--- config.mk ---
export PLATFORM = sky130hd
export DESIGN_NAME = seri_paralel_toplayici
export DESIGN_NICKNAME = d
export VERILOG_FILES = /design/src/rtl/seri_paralel_toplayici.sv
export SDC_FILE = /design/constraint.sdc
export NUM_CORES = 1
export LEC_CHECK = 0
export ABC_AREA = 1
export CAP_MARGIN = 20
export CORE_UTILIZATION = 50
export CTS_BUF_LIST = sky130_fd_sc_hd__clkbuf_8 sky130_fd_sc_hd__clkbuf_16
export CTS_CLUSTER_DIAMETER = 120
export CTS_CLUSTER_SIZE = 20
export DETAILED_ROUTE_END_ITERATION = 10
export HOLD_SLACK_MARGIN = 0.05
export PLACE_DENSITY_LB_ADDON = 0.25
export SYNTH_ARGS = -nofsm -noshare
export SYNTH_HDL_FRONTEND = slang
export SYNTH_SLANG_ARGS = --single-unit
--- constraint.sdc ---
create_clock -name clk -period 2.3 [get_ports clk]
set_input_delay 0.69 -clock clk [delete_from_list [all_inputs] [get_ports clk]]
set_output_delay 0.69 -clock clk [all_outputs]
set_load 0.005 [all_outputs]
--- src/rtl/seri_paralel_toplayici.sv ---
// Serial-to-parallel collector: assembles 8 N-bit words into a packet held on sayi1..sayi8.
// Double-buffered shadow/output banks with one-cycle giris_etkin strobe per completed packet.
module seri_paralel_toplayici #(
    parameter int unsigned N = 8
) (
    input  logic          clk,
    input  logic          rst_n,
    input  logic [N-1:0]  veri_giris,
    input  logic          veri_gecerli,
    output logic          veri_hazir,
    input  logic          durdur,
    input  logic          temizle,
    output logic [N-1:0]  sayi1,
    output logic [N-1:0]  sayi2,
    output logic [N-1:0]  sayi3,
    output logic [N-1:0]  sayi4,
    output logic [N-1:0]  sayi5,
    output logic [N-1:0]  sayi6,
    output logic [N-1:0]  sayi7,
    output logic [N-1:0]  sayi8,
    output logic          giris_etkin,
    output logic [15:0]   paket_sayisi,
    output logic          kayip
);

    logic [N-1:0] r_golge [8];
    logic [N-1:0] r_cikis [8];
    logic [2:0]   r_idx;
    logic         r_hazir;
    logic         r_etkin;
    logic [15:0]  r_paket_sayisi;
    logic         r_kayip;

    logic         w_kabul;
    logic         w_son;

    // temizle wins over a simultaneous accept, so the word is simply dropped.
    assign w_kabul = veri_gecerli & r_hazir & ~temizle;
    assign w_son   = w_kabul & (r_idx == 3'd7);

    always_ff @(posedge clk or negedge rst_n) begin
        if (!rst_n) begin
            r_hazir <= 1'b0;
            r_kayip <= 1'b0;
        end else begin
            r_hazir <= ~durdur;
            if (veri_gecerli && !r_hazir) begin
                r_kayip <= 1'b1;
            end
        end
    end

    always_ff @(posedge clk or negedge rst_n) begin
        if (!rst_n) begin
            r_idx <= 3'd0;
            for (int i = 0; i < 8; i++) begin
                r_golge[i] <= '0;
            end
        end else if (temizle) begin
            r_idx <= 3'd0;
        end else if (w_kabul) begin
            r_golge[r_idx] <= veri_giris;
            r_idx          <= r_idx + 3'd1;
        end
    end

    // Output bank loads from the shadow bank plus the word arriving in slot 8.
    always_ff @(posedge clk or negedge rst_n) begin
        if (!rst_n) begin
            r_etkin        <= 1'b0;
            r_paket_sayisi <= 16'd0;
            for (int i = 0; i < 8; i++) begin
                r_cikis[i] <= '0;
            end
        end else begin
            r_etkin <= w_son;
            if (w_son) begin
                for (int i = 0; i < 7; i++) begin
                    r_cikis[i] <= r_golge[i];
                end
                r_cikis[7]     <= veri_giris;
                r_paket_sayisi <= r_paket_sayisi + 16'd1;
            end
        end
    end

    assign veri_hazir   = r_hazir;
    assign giris_etkin  = r_etkin;
    assign paket_sayisi = r_paket_sayisi;
    assign kayip        = r_kayip;
    assign sayi1        = r_cikis[0];
    assign sayi2        = r_cikis[1];
    assign sayi3        = r_cikis[2];
    assign sayi4        = r_cikis[3];
    assign sayi5        = r_cikis[4];
    assign sayi6        = r_cikis[5];
    assign sayi7        = r_cikis[6];
    assign sayi8        = r_cikis[7];

endmodule

==> results.json <==
{
  "ir_worst_vdd_mv": 0.474,
  "crit_chain": "clkdlybuf4s50_1",
  "synthCells": 587,
  "firstDrtPassIters": 5,
  "die_w_um": 109,
  "ctsHoldBuffers": 0,
  "viasPerCell": 5.06,
  "yosysWarnings": 0,
  "cpPeakStageDelay_ns": 0.56,
  "cts_sinks": 142,
  "worstMarginPinSlew_ns": 0.515,
  "ys_async_sr_fraction": 1.00,
  "holdWs_ns": 0.0899,
  "drc": 0,
  "powerDensity_nw_per_um2": 783,
  "yosys-top-cells-area": "dfrtp_1, nand2_1, o21ai_2",
  "crit_family": "buffers and inverters",
  "grt_pass1_vias": 4139,
  "grt_overflow": 0,
  "crit_buf_inv": 1,
  "num_rows": 38,
  "drive_gt1_frac": 0.108,
  "synth-seq-cells": 142,
  "ys_seq_area_frac": 0.623,
  "finalNetCount": 706,
  "period_share": 0.948,
  "clkLatencyLatePin_ns": 0.42,
  "grt_pass1_wl_um": 20400,
  "cp.required_ns": 1.61,
  "start_util": 0.519,
  "worstPathArrival_ns": 1.49,
  "wl_per_cell_um": 14.7,
  "synth_fp_nets": 603,
  "syn_area_um2": 5700,
  "tns_ns": 0,
  "cts_setup_buffers": 0,
  "fmax_mhz": 458,
  "synth_edf_count": 0,
  "hold_violations": 0,
  "crit_type": "reg -> out",
  "synth_area_per_cell_um2": 9.71,
  "slew_headroom": 0.656,
  "portBuffers": 95,
  "ios": 96,
  "grt_max_degree": 54,
  "num_vias": 4262,
  "clk_pin_slew_ns": 0.06,
  "slew_viol_final": 0,
  "core_um2": 11000,
  "finalCriticalPeriod_ns": 2.18,
  "drtIter0Drc": 262,
  "grt_use_total": 0.229,
  "n_antenna_cell": 0,
  "hp-class": "in -> async",
  "cp_max_fo": 5,
  "drv_cap": 0,
  "cts_tree": "built",
  "rsz0062_at_grt": "no",
  "place_congestion": 0.736,
  "p_leak_nw": 3.67,
  "cp_slowest_cell": "clkdlybuf4s50_1",
  "cts_buffer_depth": 2,
  "drtAntennaViolNets": 0,
  "status": "complete, no violations",
  "worstSetupEndpointType": "output port",
  "synth_top_area_cell": "dfrtp_1",
  "synth_flop_cell": "dfrtp_1",
  "setup_viol": 0,
  "synth.most_common_cell": "nand2_1",
  "routed_wl_um": 12400,
  "synth_top_area_share": 0.623,
  "cp-start-kind": "flip-flop",
  "h-tree-depth": 4,
  "cts-resized-gates": 0,
  "numCtsBuffers": 17,
  "antenna_found_initial": 0,
  "synth_cell_types": 27,
  "synth_common_cells": "nand2_1, dfrtp_1, inv_1, o21ai_1, o21ai_2",
  "root_buffer": "clkbuf_16",
  "die_h_um": 109,
  "dieArea_um2": 11800,
  "areaGrowthSynthToFinish_pct": 30.5,
  "clock_skew_ns": 0.00756,
  "hpwl_um": 7990
}
[through the flow]
step	util	total power, W	setup slack (ns)	instance area [um2]	instances
after floorplan	-	0.00282	0.578	5700	587
after global placement	0.620	0.00295	0.0863	6800	811
after detailed placement	0.620	0.00297	0.0505	6800	811
after CTS	0.677	0.00586	0.103	7440	843
after global routing	0.677	0.00601	0.0902	7440	843
final	0.677	0.00583	0.119	7440	843
[path summary, 6_finish.rpt]
check / end / cells after the start / slack [ns] / from
setup reg to reg: sayi8[2] / 6 / 0.63 / r_idx[0]
setup / recovery: veri_hazir / 1 / 0.12 / veri_hazir
min in group clk: sayi2[7] / 2 / 0.47 / r_golge[55]
max in group asynchronous: giris_etkin / 2 / 1.54 / rst_n
hold reg to reg: sayi2[7] / 2 / 0.47 / r_golge[55]
hold / removal: paket_sayisi[10] / 1 / 0.09 / rst_n
[state kept, by name (all words and copies together) (netlist names)]
signal / cells
r_idx: 3
sayi6: 8
r_golge: 56
sayi2: 8
giris_etkin: 1
sayi5: 8
kayip: 1
sayi7: 8
sayi4: 8
sayi1: 8
sayi3: 8
veri_hazir: 1
paket_sayisi: 16
sayi8: 8
[cell families after synthesis]
logic type / count (synthesis) / synth area share
AND/OR/NAND/NOR: 312 / 0.235
flip-flops: 142 / 0.623
buffers and inverters: 53 / 0.0479
adder cells (fa/ha/maj): 3 / 0.00659
AO/OA/AOI/OAI: 68 / 0.0733
XOR/XNOR: 9 / 0.0138
[placed cells by master (no fill, tap or decap), drive strengths merged]
cell type	netlist	routed
buf	18	11
bufinv	0	4
clkbuf	3	18
clkdlybuf4s50	0	94
clkinv	1	4
clkinvlp	0	5
dfrtp	142	142
ha	3	3
inv	31	33
nand2	274	274
nand3	14	14
nand4	8	8
nor2	15	15
nor3	1	1
o21ai	67	67
o21bai	1	1
xnor2	5	5
xor2	4	4
[area by class of cell]
class | count | area [um2]
clock inverter | 14 | 193
sequential | 142 | 3550
timing repair buffer | 105 | 1080
inverter | 32 | 125
clock buffer | 18 | 439
tap | 140 | 175
multi-input combinational | 392 | 1870
fill | 897 | 3550
[power breakdown]
| group | internal, W | switching (W) | total, W |
|---|---|---|---|
| Combinational | 0.0000910 | 0.000164 | 0.000255 |
| Sequential | 0.00260 | 0.0000645 | 0.00267 |
| Clock | 0.00184 | 0.00106 | 0.00290 |
[layer usage]
layer	wire, um	global-route usage	part of all wire
met5	0	0	0
met2	6110	0.375	0.49
met4	141	0.0888	0.011
met3	573	0.0436	0.046
met1	5560	0.302	0.45
No activity file was read; power rests on OpenSTA's default activity.
